--- config.mk ---
export PLATFORM = sky130hd
export DESIGN_NAME = fetch_seq
export DESIGN_NICKNAME = d
export VERILOG_FILES = /design/src/rtl/fetch_pkg.sv /design/src/rtl/btfn_predecode.sv /design/src/rtl/fetch_seq.sv
export SDC_FILE = /design/constraint.sdc
export NUM_CORES = 1
export LEC_CHECK = 0
export CORE_MARGIN = 2
export CORE_UTILIZATION = 50
export CTS_CLUSTER_DIAMETER = 50
export DETAILED_ROUTE_END_ITERATION = 16
export GPL_ROUTABILITY_DRIVEN = 0
export GPL_TIMING_DRIVEN = 0
export HOLD_SLACK_MARGIN = 0.05
export PLACE_DENSITY = 0.93
export SYNTH_ARGS = -nofsm -noshare
export SYNTH_HDL_FRONTEND = slang
export SYNTH_SLANG_ARGS = --single-unit
--- constraint.sdc ---
create_clock -name clk -period 2.81 [get_ports clk]
set_input_delay 0.4215 -clock clk [delete_from_list [all_inputs] [get_ports clk]]
set_output_delay 0.4215 -clock clk [all_outputs]
set_load 0.03 [all_outputs]
--- src/rtl/fetch_pkg.sv ---
`default_nettype none
// ============================================================================
// fetch_pkg -- shared types, opcodes and B-immediate decode for fetch_seq. Rev 1.0
// ============================================================================
package fetch_pkg;

   typedef enum logic [1:0] {
      IDLE  = 2'd0,
      FETCH = 2'd1,
      HOLD  = 2'd2,
      DRAIN = 2'd3
   } state_e;

   localparam logic [6:0]  OPC_BRANCH = 7'b1100011;
   localparam logic [31:0] NOP_INSTR  = 32'h0000_0013;

   function automatic logic [31:0] b_imm(input logic [31:0] instr);
      return {{20{instr[31]}}, instr[7], instr[30:25], instr[11:8], 1'b0};
   endfunction

endpackage
`default_nettype wire

--- src/rtl/btfn_predecode.sv ---
`default_nettype none
// ============================================================================
// btfn_predecode -- backward-taken/forward-not-taken guess for a fetched word. Rev 1.0
// ============================================================================
module btfn_predecode
   import fetch_pkg::*;
(
   input  logic [31:0] instr,
   input  logic [31:0] pc,
   output logic        taken,
   output logic [31:0] target
);

   assign taken  = (instr[6:0] == OPC_BRANCH) && instr[31];
   // Fetch addresses are word granular, so the halfword bit of the offset is dropped.
   assign target = (pc + b_imm(instr)) & ~32'd3;

endmodule
`default_nettype wire

--- src/rtl/fetch_seq.sv ---
`default_nettype none
// ============================================================================
// fetch_seq -- fetch PC sequencer and imem request/ack controller. Rev 1.0
// Define FETCH_SEQ_BTFN_EN to enable static BTFN branch prediction.
// ============================================================================
module fetch_seq
   import fetch_pkg::*;
#(
   parameter int              XLEN         = 32,
   parameter logic [XLEN-1:0] RESET_VECTOR = '0
) (
   input  logic            clk,
   input  logic            nreset,
   input  logic            ena,
   input  logic            redir_valid,
   input  logic [XLEN-1:0] redir_pc,
   input  logic            stall,
   output logic            imem_req,
   output logic [XLEN-1:0] imem_addr,
   input  logic            imem_ack,
   input  logic [XLEN-1:0] imem_rdata,
   output logic            if_valid,
   output logic [XLEN-1:0] if_pc,
   output logic [XLEN-1:0] if_instr,
   output logic            if_pred_taken
);

   state_e          state, next_state;
   logic [XLEN-1:0] r_pc;
   logic [XLEN-1:0] w_pc_nxt, w_addr_nxt, w_ifpc_nxt, w_instr_nxt;
   logic [XLEN-1:0] w_redir_pc, w_next_pc;
   logic            w_req_nxt, w_valid_nxt, w_pred_nxt;
   logic            w_taken, w_hold_if, w_waiting;

   assign w_redir_pc = {redir_pc[XLEN-1:2], 2'b00};
   assign w_hold_if  = stall && if_valid;
   assign w_waiting  = ((state == FETCH) || (state == DRAIN)) && !imem_ack;

`ifdef FETCH_SEQ_BTFN_EN
   logic [XLEN-1:0] w_target;

   btfn_predecode u_predecode (
      .instr  (imem_rdata),
      .pc     (imem_addr),
      .taken  (w_taken),
      .target (w_target)
   );

   assign w_next_pc = w_taken ? w_target : r_pc + 32'd4;
`else
   assign w_taken   = 1'b0;
   assign w_next_pc = r_pc + 32'd4;
`endif

   always_ff @(posedge clk or negedge nreset) begin
      if (!nreset) begin
         state         <= IDLE;
         r_pc          <= RESET_VECTOR;
         imem_req      <= 1'b0;
         imem_addr     <= RESET_VECTOR;
         if_valid      <= 1'b0;
         if_pc         <= '0;
         if_instr      <= NOP_INSTR;
         if_pred_taken <= 1'b0;
      end else if (ena) begin
         state         <= next_state;
         r_pc          <= w_pc_nxt;
         imem_req      <= w_req_nxt;
         imem_addr     <= w_addr_nxt;
         if_valid      <= w_valid_nxt;
         if_pc         <= w_ifpc_nxt;
         if_instr      <= w_instr_nxt;
         if_pred_taken <= w_pred_nxt;
      end
   end

   always_comb begin
      next_state = state;
      case (state)
         IDLE:  next_state = FETCH;
         FETCH: begin
            if (redir_valid)
               next_state = imem_ack ? FETCH : DRAIN;
            else if (imem_ack && stall)
               next_state = HOLD;
         end
         HOLD:  if (redir_valid || !stall) next_state = FETCH;
         DRAIN: if (imem_ack) next_state = FETCH;
         default: next_state = IDLE;
      endcase
   end

   always_comb begin
      w_pc_nxt    = r_pc;
      w_req_nxt   = imem_req;
      w_addr_nxt  = imem_addr;
      w_valid_nxt = w_hold_if ? if_valid : 1'b0;
      w_ifpc_nxt  = if_pc;
      w_instr_nxt = if_instr;
      w_pred_nxt  = if_pred_taken;
      if (redir_valid) begin
         w_pc_nxt    = w_redir_pc;
         w_valid_nxt = 1'b0;
         // An unanswered request cannot be withdrawn; DRAIN swallows its answer.
         if (!w_waiting) begin
            w_req_nxt  = 1'b1;
            w_addr_nxt = w_redir_pc;
         end
      end else begin
         case (state)
            IDLE: begin
               w_req_nxt  = 1'b1;
               w_addr_nxt = r_pc;
            end
            FETCH: begin
               if (imem_ack && w_hold_if) begin
                  // Decode still holds the previous word: drop this one, refetch after stall.
                  w_req_nxt = 1'b0;
               end else if (imem_ack) begin
                  w_valid_nxt = 1'b1;
                  w_ifpc_nxt  = imem_addr;
                  w_instr_nxt = imem_rdata;
                  w_pred_nxt  = w_taken;
                  w_pc_nxt    = w_next_pc;
                  w_req_nxt   = !stall;
                  if (!stall) w_addr_nxt = w_next_pc;
               end
            end
            HOLD: begin
               if (!stall) begin
                  w_req_nxt  = 1'b1;
                  w_addr_nxt = r_pc;
               end
            end
            DRAIN: begin
               if (imem_ack) w_addr_nxt = r_pc;
            end
            default: ;
         endcase
      end
   end

endmodule
`default_nettype wire

=== Word-level counts from Yosys, hierarchy flattened ===
Cells that the tools add are included.
W data, S select, Z words.

* Input port bits: 70
* Register bits: 132
* Output and inout port bits: 99

* Eq/ne operators: 14
* Bitwise gates (word level): 2
* Reduce and logical (&&, ||, !) cells: 17
* Multiplexer cells: 29
* $add $sub $neg: 1

{| class="wikitable"
|+ Operator list
! operator !! number
|-
| $mux W32 || 11
|-
| $pmux W32 S4 || 1
|-
| $add A32 B3 Y32 const B || 1
|-
| $ne A3 B3 Y1 const B || 5
|-
| $mux W1 || 10
|-
| $mux W2 || 5
|-
| $reduce_and A5 Y1 || 2
|-
| $ne A2 B2 Y1 const B || 4
|-
| $pmux W2 S4 || 1
|-
| $reduce_and A4 Y1 || 2
|-
| $reduce_and A7 Y1 || 1
|-
| $eq A2 B2 Y1 const B || 2
|-
| $logic_and A1 B1 Y1 || 4
|-
| $ne A4 B3 Y1 const B || 1
|-
| $reduce_bool A2 Y1 || 2
|-
| $reduce_bool A4 Y1 || 1
|-
| $ne A3 B2 Y1 const B || 1
|-
| $pmux W1 S3 || 1
|-
| $eq A2 B1 Y1 const B || 1
|-
| $logic_not A1 Y1 || 2
|-
| $logic_not A2 Y1 || 1
|-
| $logic_or A1 B1 Y1 || 2
|-
| $not A1 Y1 || 2
|}

=== Depth between registers and ports, before layout ===
Gate-level depths: netlist of run 1.

* Word-level depth: 6
* Gate-level depth with buffers: 8
* Depth with buffers taken out: 6

=== Worst setup path after synthesis of run 1 ===
No wires, ideal clock.

* Path type: register to register
* Start point: register r_pc[2]
* End point: register imem_addr[28]
* Setup time: 0.142 ns
* Stages on the path, launching flop included: 7
* Slack: 0.961 ns
* Arrival: 1.707 ns
* Clock period less this slack: 1.849 ns
* Buffers on the path: 0
* Path through: dfrtp_1 > ha_1 > nand4_1 > nor3_4 > and3_1 > xnor2_1 > o221ai_1

* Longest elaborated chain between the ends: 6

{| class="wikitable"
|+ Ends and longest elaborated chain
! what !! line !! text
|-
| start: declaration || fetch_seq.sv:29 || <nowiki>logic [XLEN-1:0] r_pc;</nowiki>
|-
| start signal: assignment || fetch_seq.sv:67 || <nowiki>r_pc <= w_pc_nxt;</nowiki>
|-
| $add A32 B3 Y32 || fetch_seq.sv:52 || <nowiki>assign w_next_pc = r_pc + 32'd4;</nowiki>
|-
| $mux W32 || fetch_seq.sv:126 || <nowiki>if (!stall) w_addr_nxt = w_next_pc;</nowiki>
|-
| $mux W32 || fetch_seq.sv:119 || <nowiki>end else if (imem_ack) begin</nowiki>
|-
| $mux W32 || fetch_seq.sv:116 || <nowiki>if (imem_ack && w_hold_if) begin</nowiki>
|-
| $pmux W32 S4 || fetch_seq.sv:110 || <nowiki>case (state)</nowiki>
|-
| $mux W32 || fetch_seq.sv:101 || <nowiki>if (redir_valid) begin</nowiki>
|-
| end signal: assignment || fetch_seq.sv:69 || <nowiki>imem_addr <= w_addr_nxt;</nowiki>
|-
| end: declaration || fetch_seq.sv:19 || <nowiki>output logic [XLEN-1:0] imem_addr,</nowiki>
|}

Every way passes these cells. The select of a mux whose other input is x is not followed.
A chain may end at the register's enable or synchronous reset.

=== Worst setup path after layout of run 1 ===
* Start point: input port redir_valid
* End point: register if_pc[15]

* Longest elaborated chain between the ends: 2

{| class="wikitable"
|+ Ends and longest elaborated chain
! what !! line !! text
|-
| start: declaration || fetch_seq.sv:15 || <nowiki>input logic redir_valid,</nowiki>
|-
| $not A1 Y1 (no line) || - ||
|-
| $reduce_and A5 Y1 (no line) || - ||
|-
| end signal: assignment || fetch_seq.sv:71 || <nowiki>if_pc <= w_ifpc_nxt;</nowiki>
|-
| end: declaration || fetch_seq.sv:23 || <nowiki>output logic [XLEN-1:0] if_pc,</nowiki>
|}

Every way passes these cells.

==> metrics.cfg, run 1 <==
[yosys]
syn-num-nets = 823
async_reset_ff_frac = 1.00
synth_warnings = 0
ys_seq_elements = 128
synthTopCellsByArea = dfrtp_1 (49%), nand2_1 (15%), o221ai_1 (3.0%)
syn_inst = 752
synth_top_area_share = 0.485
synth_area_per_cell_um2 = 8.57
syn_area_um2 = 6450
ys.flop_type = dfrtp_1
synth.distinct_cells = 56
synth_area_leader_cell = dfrtp_1
synth_edf_count = 0
synth_seq_area_share = 0.497

[critical_path]
r2r_cells = 6
path_cells = clkdlybuf4s50_1 > clkbuf_1 > inv_1 > nand3_1 > clkbuf_2 > buf_2 > nand2_1 > nand2_1
criticalPathCategory = in2reg
reg2reg_from = r_pc[2]
worstPathMaxFanout = 10
required_ns = 3.16
startpoint_type = primary input
cp.depth = 8
cpMostUsedCell = nand2_1
endpoint = if_pc[15]
cp_slowest_cell = clkdlybuf4s50_1
r2r_end = imem_addr[22]
cp_num_buf_inv = 5
crit_start = redir_valid
slowest_delay_ns = 0.48
critPathTopFamily = buffers and inverters
endpoint_kind = flop
rrSetupSlack_ns = 0.33
worstPathArrival_ns = 2.98

[detailed_routing]
dr_total_vias = 6640
routed_wl_mm = 21.1
dr.first_iter.drc_count = 927
dr.pass1.iters = 6
wl_per_cell_um = 18.8
viasPerCell = 5.92
ant_nets = 0
drc = 0

[finish]
fin_util = 0.708
areaGrowthSynthToFinish_pct = 38.5
nets = 1009
drive_above_1_share = 0.0728
final_common_cell = nand2_1
final_area_um2 = 8930
mostFrequentLayoutCells = nand2_1 (257), clkdlybuf4s50_1 (164), dfrtp_1 (125)

[place]
io_buffer_count = 165
place_hpwl_mm = 14.8
placed_area_um2 = 8340

[clock_tree]
cts_max_level = 4
clock-root-buffer = clkbuf_16
cts_inserted_buffers = 17
path_clk_slew_ns = 0.05
clock_path_buffers = 2
cts_tree = built
clkLatencyLatePin_ns = 0.42
cts_setup_buffers = 0
cts_sinks = 128

[global_routing]
grt_pass1_vias = 6591
grt_usage = 0.310
antenna_found_initial = 1
grt_max_degree = 80
overflow = 0
grt_pass1_wl_mm = 33.9

[power_and_ir_drop]
p_total_mw = 8.44
leakage_nw = 4.00
cellPowerDensity_nw_per_um2 = 945
vdd_drop_max_v = 0.000491

[hold_path]
holdPathStages = 2
worstHoldPathType = reg2reg

[timing]
period_share = 0.937
timing.fmax_ghz = 0.380
finalMaxSlewViolations = 0
setup_viol = 0
skew_ns = 0.00816
min_period_ns = 2.63
relSlewSlack = 0.534
hold_viol = 0
rsz0062_at_grt = false
tightest_slew_ns = 0.699

[flow_run]
maxCapViolations = 0

[floorplan]
io_pins = 169
die_height_um = 118
rows = 41
start_util = 0.511
die_x_um = 118
design.die.area_um2 = 13800
core-area_um2 = 12600

[run_status]
run_status = finished, final reports clean

-- per-layer routing --
layer | track usage | up-vias | share of wire
li1 | - | 2962 | -
met1 | 0.379 | 3084 | 0.38
met2 | 0.495 | 487 | 0.46
met3 | 0.101 | 107 | 0.11
met4 | 0.151 | 0 | 0.045
met5 | 0 | - | 0
-- worst min-delay path, stage by stage, from the launching register on --
cell	delay [ns]
dfstp_2	0.36
nand2_1	0.05
nand2_1	0.05
-- synthesized netlist by cell type (all sizes together), types with 3 or more instances --
cell type	count
xor2	14
o221ai	22
o21ai	36
dfrtp	125
dfstp	3
clkbuf	26
o21a	3
nor3	16
and4	8
nand4	13
mux2i	8
a22o	6
nand2	257
nand3	19
buf	33
o22ai	7
a21oi	37
inv	7
nor2b	6
and2	3
a21o	3
a31oi	5
or3	3
o31ai	4
nor2	28
a22oi	6
xnor2	12
and3	14
nand2b	3
-- power breakdown --
part | internal (mW) | switching, mW | leakage, nW | total, mW
Clock | 1.38 | 0.764 | 0.274 | 2.15
Sequential | 2.45 | 0.435 | 1.57 | 2.88
Combinational | 1.36 | 2.05 | 2.15 | 3.41
-- timing repair --
item | CTS | global route
endpoints found under the setup margin | 0 | 39
gates resized for setup | 0 | 2
hold buffers | 1 | 0
endpoints found under the hold margin | 49 | 0
-- how the worst min path moves through the flow --
stage	startpoint	end	slack, ns
3_5_place_dp	nreset	state[1]	0.40
6_report	if_instr[0]	if_instr[0]	0.46
2_1_floorplan	nreset	if_instr[10]	0.13
3_3_place_gp	if_instr[0]	if_instr[0]	0.45
4_1_cts	if_instr[4]	if_instr[4]	0.46
5_1_grt	if_instr[4]	if_instr[4]	0.47
-- state kept, by name (all words and copies together), names as in the netlist --
signal and count:
if_valid 1, r_pc 30, imem_req 1, if_pc 31
imem_addr 31, state 2, if_instr 32
-- metrics by stage --
stage          setup WS [ns]  std cells  hold slack [ns]  setup TNS (ns)
5_1_grt                0.138       1121            0.471               0
3_5_place_dp          -0.279       1090            0.404           -9.90
6_report               0.178       1121            0.465               0
4_1_cts               0.0827       1120            0.463               0
2_1_floorplan          0.961        752            0.126               0
3_3_place_gp           -3.72       1089            0.446         -477.63
-- logic make-up (layout without fill, tap and decap cells) --
logic type,count (synthesis),in the layout,share of synthesized area
other,1,2,0.000582
adders and majority gates,1,1,0.00194
and+or+nand+nor,374,374,0.255
muxes,8,8,0.0124
AOI/OAI and AO/OA,148,148,0.151
xor gates and xnor gates,26,26,0.0353
DFF,128,128,0.497
buffers and inverters,66,262,0.0464
-- area by class of cell --
cell class | count | area [um^2]
antenna | 1 | 2.50
buffer | 59 | 274
clock buffer | 24 | 492
clock inverter | 5 | 80.1
fill | 949 | 3690
inverter | 7 | 26.3
multi-input combinational | 558 | 2940
sequential | 128 | 3210
tap | 172 | 215
timing repair buffer | 167 | 1690
Power figures use the tool's default switching activity.
==> run 2, diff against run 1 <==
--- a/config.mk
+++ b/config.mk
@@ -13,6 +13,7 @@
 export GPL_TIMING_DRIVEN = 0
 export HOLD_SLACK_MARGIN = 0.05
 export PLACE_DENSITY = 0.93
+export SLEW_MARGIN = 20
 export SYNTH_ARGS = -nofsm -noshare
 export SYNTH_HDL_FRONTEND = slang
 export SYNTH_SLANG_ARGS = --single-unit
==> run 2 against run 1 <==
  * Worst hold slack about the same
  * Die area unchanged
  * Wire length decreased by 0.36%
  * Largest power group unchanged
  * Critical endpoint unchanged
  * Critical path type unchanged
  * Clock skew decreased by 0.0022 ns
  * Via count increased by 0.68%
==> metrics.cfg, run 2 (synthesized netlist as in run 1, its figures left out) <==
[floorplan]
io_pins = 169  ; unchanged
rows = 41  ; unchanged
core-area_um2 = 12600  ; unchanged
die_x_um = 118  ; unchanged
die_height_um = 118  ; unchanged
design.die.area_um2 = 13800  ; unchanged
start_util = 0.511  ; unchanged

[power_and_ir_drop]
cellPowerDensity_nw_per_um2 = 945  ; about the same
power_switching_mw = 3.25  ; about the same
leakage_nw = 4.00  ; about the same
switching_share = 0.385  ; about the same
power_frac_seq = 0.341  ; about the same
p_total_mw = 8.44  ; about the same
vdd_drop_max_v = 0.000492  ; +0.22%
p_clk_frac = 0.255  ; about the same
p_int_mw = 5.19  ; about the same
pwr-share-comb = 0.404  ; about the same

[global_routing]
grt_usage = 0.309  ; about the same
grt_pass1_vias = 6595  ; +0.061%
overflow = 0  ; unchanged
grt_pass1_wl_mm = 33.9  ; about the same
grt_max_degree = 80  ; unchanged
antenna_found_initial = 1  ; unchanged

[timing]
setup_viol = 0  ; unchanged
period_share = 0.929  ; -0.00792
setup_ws_ns = 0.201  ; +0.0223 ns
tightest_slew_ns = 0.660  ; -0.0395 ns
timing.fmax_ghz = 0.383  ; +0.85%
skew_ns = 0.00597  ; -0.00219 ns
min_period_ns = 2.61  ; -0.0223 ns
rsz0062_at_grt = false
relSlewSlack = 0.560  ; +0.0263
hold_viol = 0  ; unchanged
finalMaxSlewViolations = 0  ; unchanged

[clock_tree]
clock_path_buffers = 2  ; unchanged
cts_tree = built
path_clk_slew_ns = 0.05  ; about the same
cts_max_level = 4  ; unchanged
clock-root-buffer = clkbuf_16
cts_sinks = 128  ; unchanged
cts_inserted_buffers = 17  ; unchanged
clkLatencyLatePin_ns = 0.42  ; about the same

[detailed_routing]
dr.pass1.iters = 6  ; unchanged
viasPerCell = 5.96  ; +0.68%
dr_total_vias = 6685  ; +0.68%
ant_nets = 0  ; unchanged
wl_per_cell_um = 18.8  ; -0.36%
routed_wl_mm = 21.0  ; -0.36%
drc = 0  ; unchanged
dr.first_iter.drc_count = 872  ; -5.9%

[run_status]
run_status = finished, final reports clean

[critical_path]
worstPathMaxFanout = 10  ; unchanged
cp_slowest_cell = clkdlybuf4s50_1
slowest_delay_ns = 0.48  ; about the same
r2r_cells = 6  ; unchanged
endpoint_kind = flop
required_ns = 3.16  ; about the same
cpMostUsedCell = nand2_1
reg2reg_from = r_pc[2]
rrSetupSlack_ns = 0.33  ; about the same
path_cells = clkdlybuf4s50_1 > clkbuf_1 > inv_1 > nand3_1 > clkbuf_2 > buf_2 > nand2_1 > nand2_1
cp.depth = 8  ; unchanged
critPathTopFamily = buffers and inverters
crit_start = redir_valid
cp_num_buf_inv = 5  ; unchanged
criticalPathCategory = in2reg
worstPathArrival_ns = 2.96  ; -0.02 ns
r2r_end = imem_addr[22]
startpoint_type = primary input

[place]
placed_area_um2 = 8350  ; about the same
io_buffer_count = 165  ; unchanged
place_ws_ns = -0.279  ; unchanged
place_hpwl_mm = 14.8  ; about the same

[finish]
reg_top3 = if_instr (32), if_pc (31), imem_addr (31)
nets = 1009  ; unchanged
top_register = if_instr
final_common_cell = nand2_1
areaGrowthSynthToFinish_pct = 38.5  ; about the same
drive_above_1_share = 0.0728  ; unchanged
largest_reg_flops = 32  ; unchanged
fin_util = 0.708  ; about the same
final_area_um2 = 8930  ; about the same
mostFrequentLayoutCells = nand2_1 (257), clkdlybuf4s50_1 (164), dfrtp_1 (125)

[hold_path]
worstHoldPathType = reg2reg
min_from = if_instr[0]
hold_path_end = if_instr[0]
holdPathStages = 2  ; unchanged

[flow_run]
maxCapViolations = 0  ; unchanged

==> run 2: cell counts in the layout (fill, tap and decap cells not counted) <==
No cell type changed its count.
==> run 2: cell type report <==
type	count	area, um^2
fillers	949	3690
flip-flops and latches	128	3210
multi-input cells	558	2940
repair buffers	167	1690
clock buffers	24	492
plain buffers	59	274
well taps	172	215
clock inverters	5	80.1
inverters	7	26.3
diodes	1	2.50
==> run 2: how the worst max path moves through the flow <==
stage / slack, ns / endpoint
after detailed placement: -0.28 / if_instr[14]
after CTS: 0.08 / if_pc[15]
after global routing: 0.14 / if_pc[15]
after floorplan: 0.96 / imem_addr[28]
final: 0.20 / if_pc[15]
after global placement: -3.72 / if_instr[25]
==> run 2: power groups by stage <==
stage / combinational (mW) / sequential, mW / clock, mW
2_1_floorplan: 0.948 / 3.81 / 0
3_3_place_gp: 3.29 / 2.86 / 0
3_5_place_dp: 3.37 / 2.90 / 0
4_1_cts: 3.40 / 2.87 / 2.15
5_1_grt: 3.62 / 2.96 / 2.24
6_report: 3.41 / 2.88 / 2.15
==> run 2: metrics by stage <==
stage	setup TNS, ns	hold slack [ns]	instances
after floorplan	0	0.126	752
after detailed placement	-9.90	0.361	1090
after CTS	0	0.463	1120
after global routing	0	0.471	1121
after global placement	-477.63	0.446	1089
final	0	0.465	1121
==> run 2: timing repair <==
item                                    4_1_cts  5_1_grt
hold buffers                                  1        0
endpoints found under the hold margin        49        0
endpoints found under the setup margin        0       39
gates resized for setup                       0        2
buffers inserted                              0        0
==> run 2: routing by layer <==
| metal | part of all wire | track usage |
|---|---|---|
| met1 | 0.38 | 0.379 |
| met2 | 0.46 | 0.495 |
| met3 | 0.11 | 0.101 |
| met4 | 0.046 | 0.151 |
| met5 | 0 | 0 |
==> run 2: worst reg2reg max path, stage by stage, from the launching register on <==
cell and delay (ns):
dfrtp_1 0.48, ha_1 0.33, nand4_1 0.42, nor2_1 0.57
and4_1 0.26, nor3_1 0.06, o31ai_1 0.27
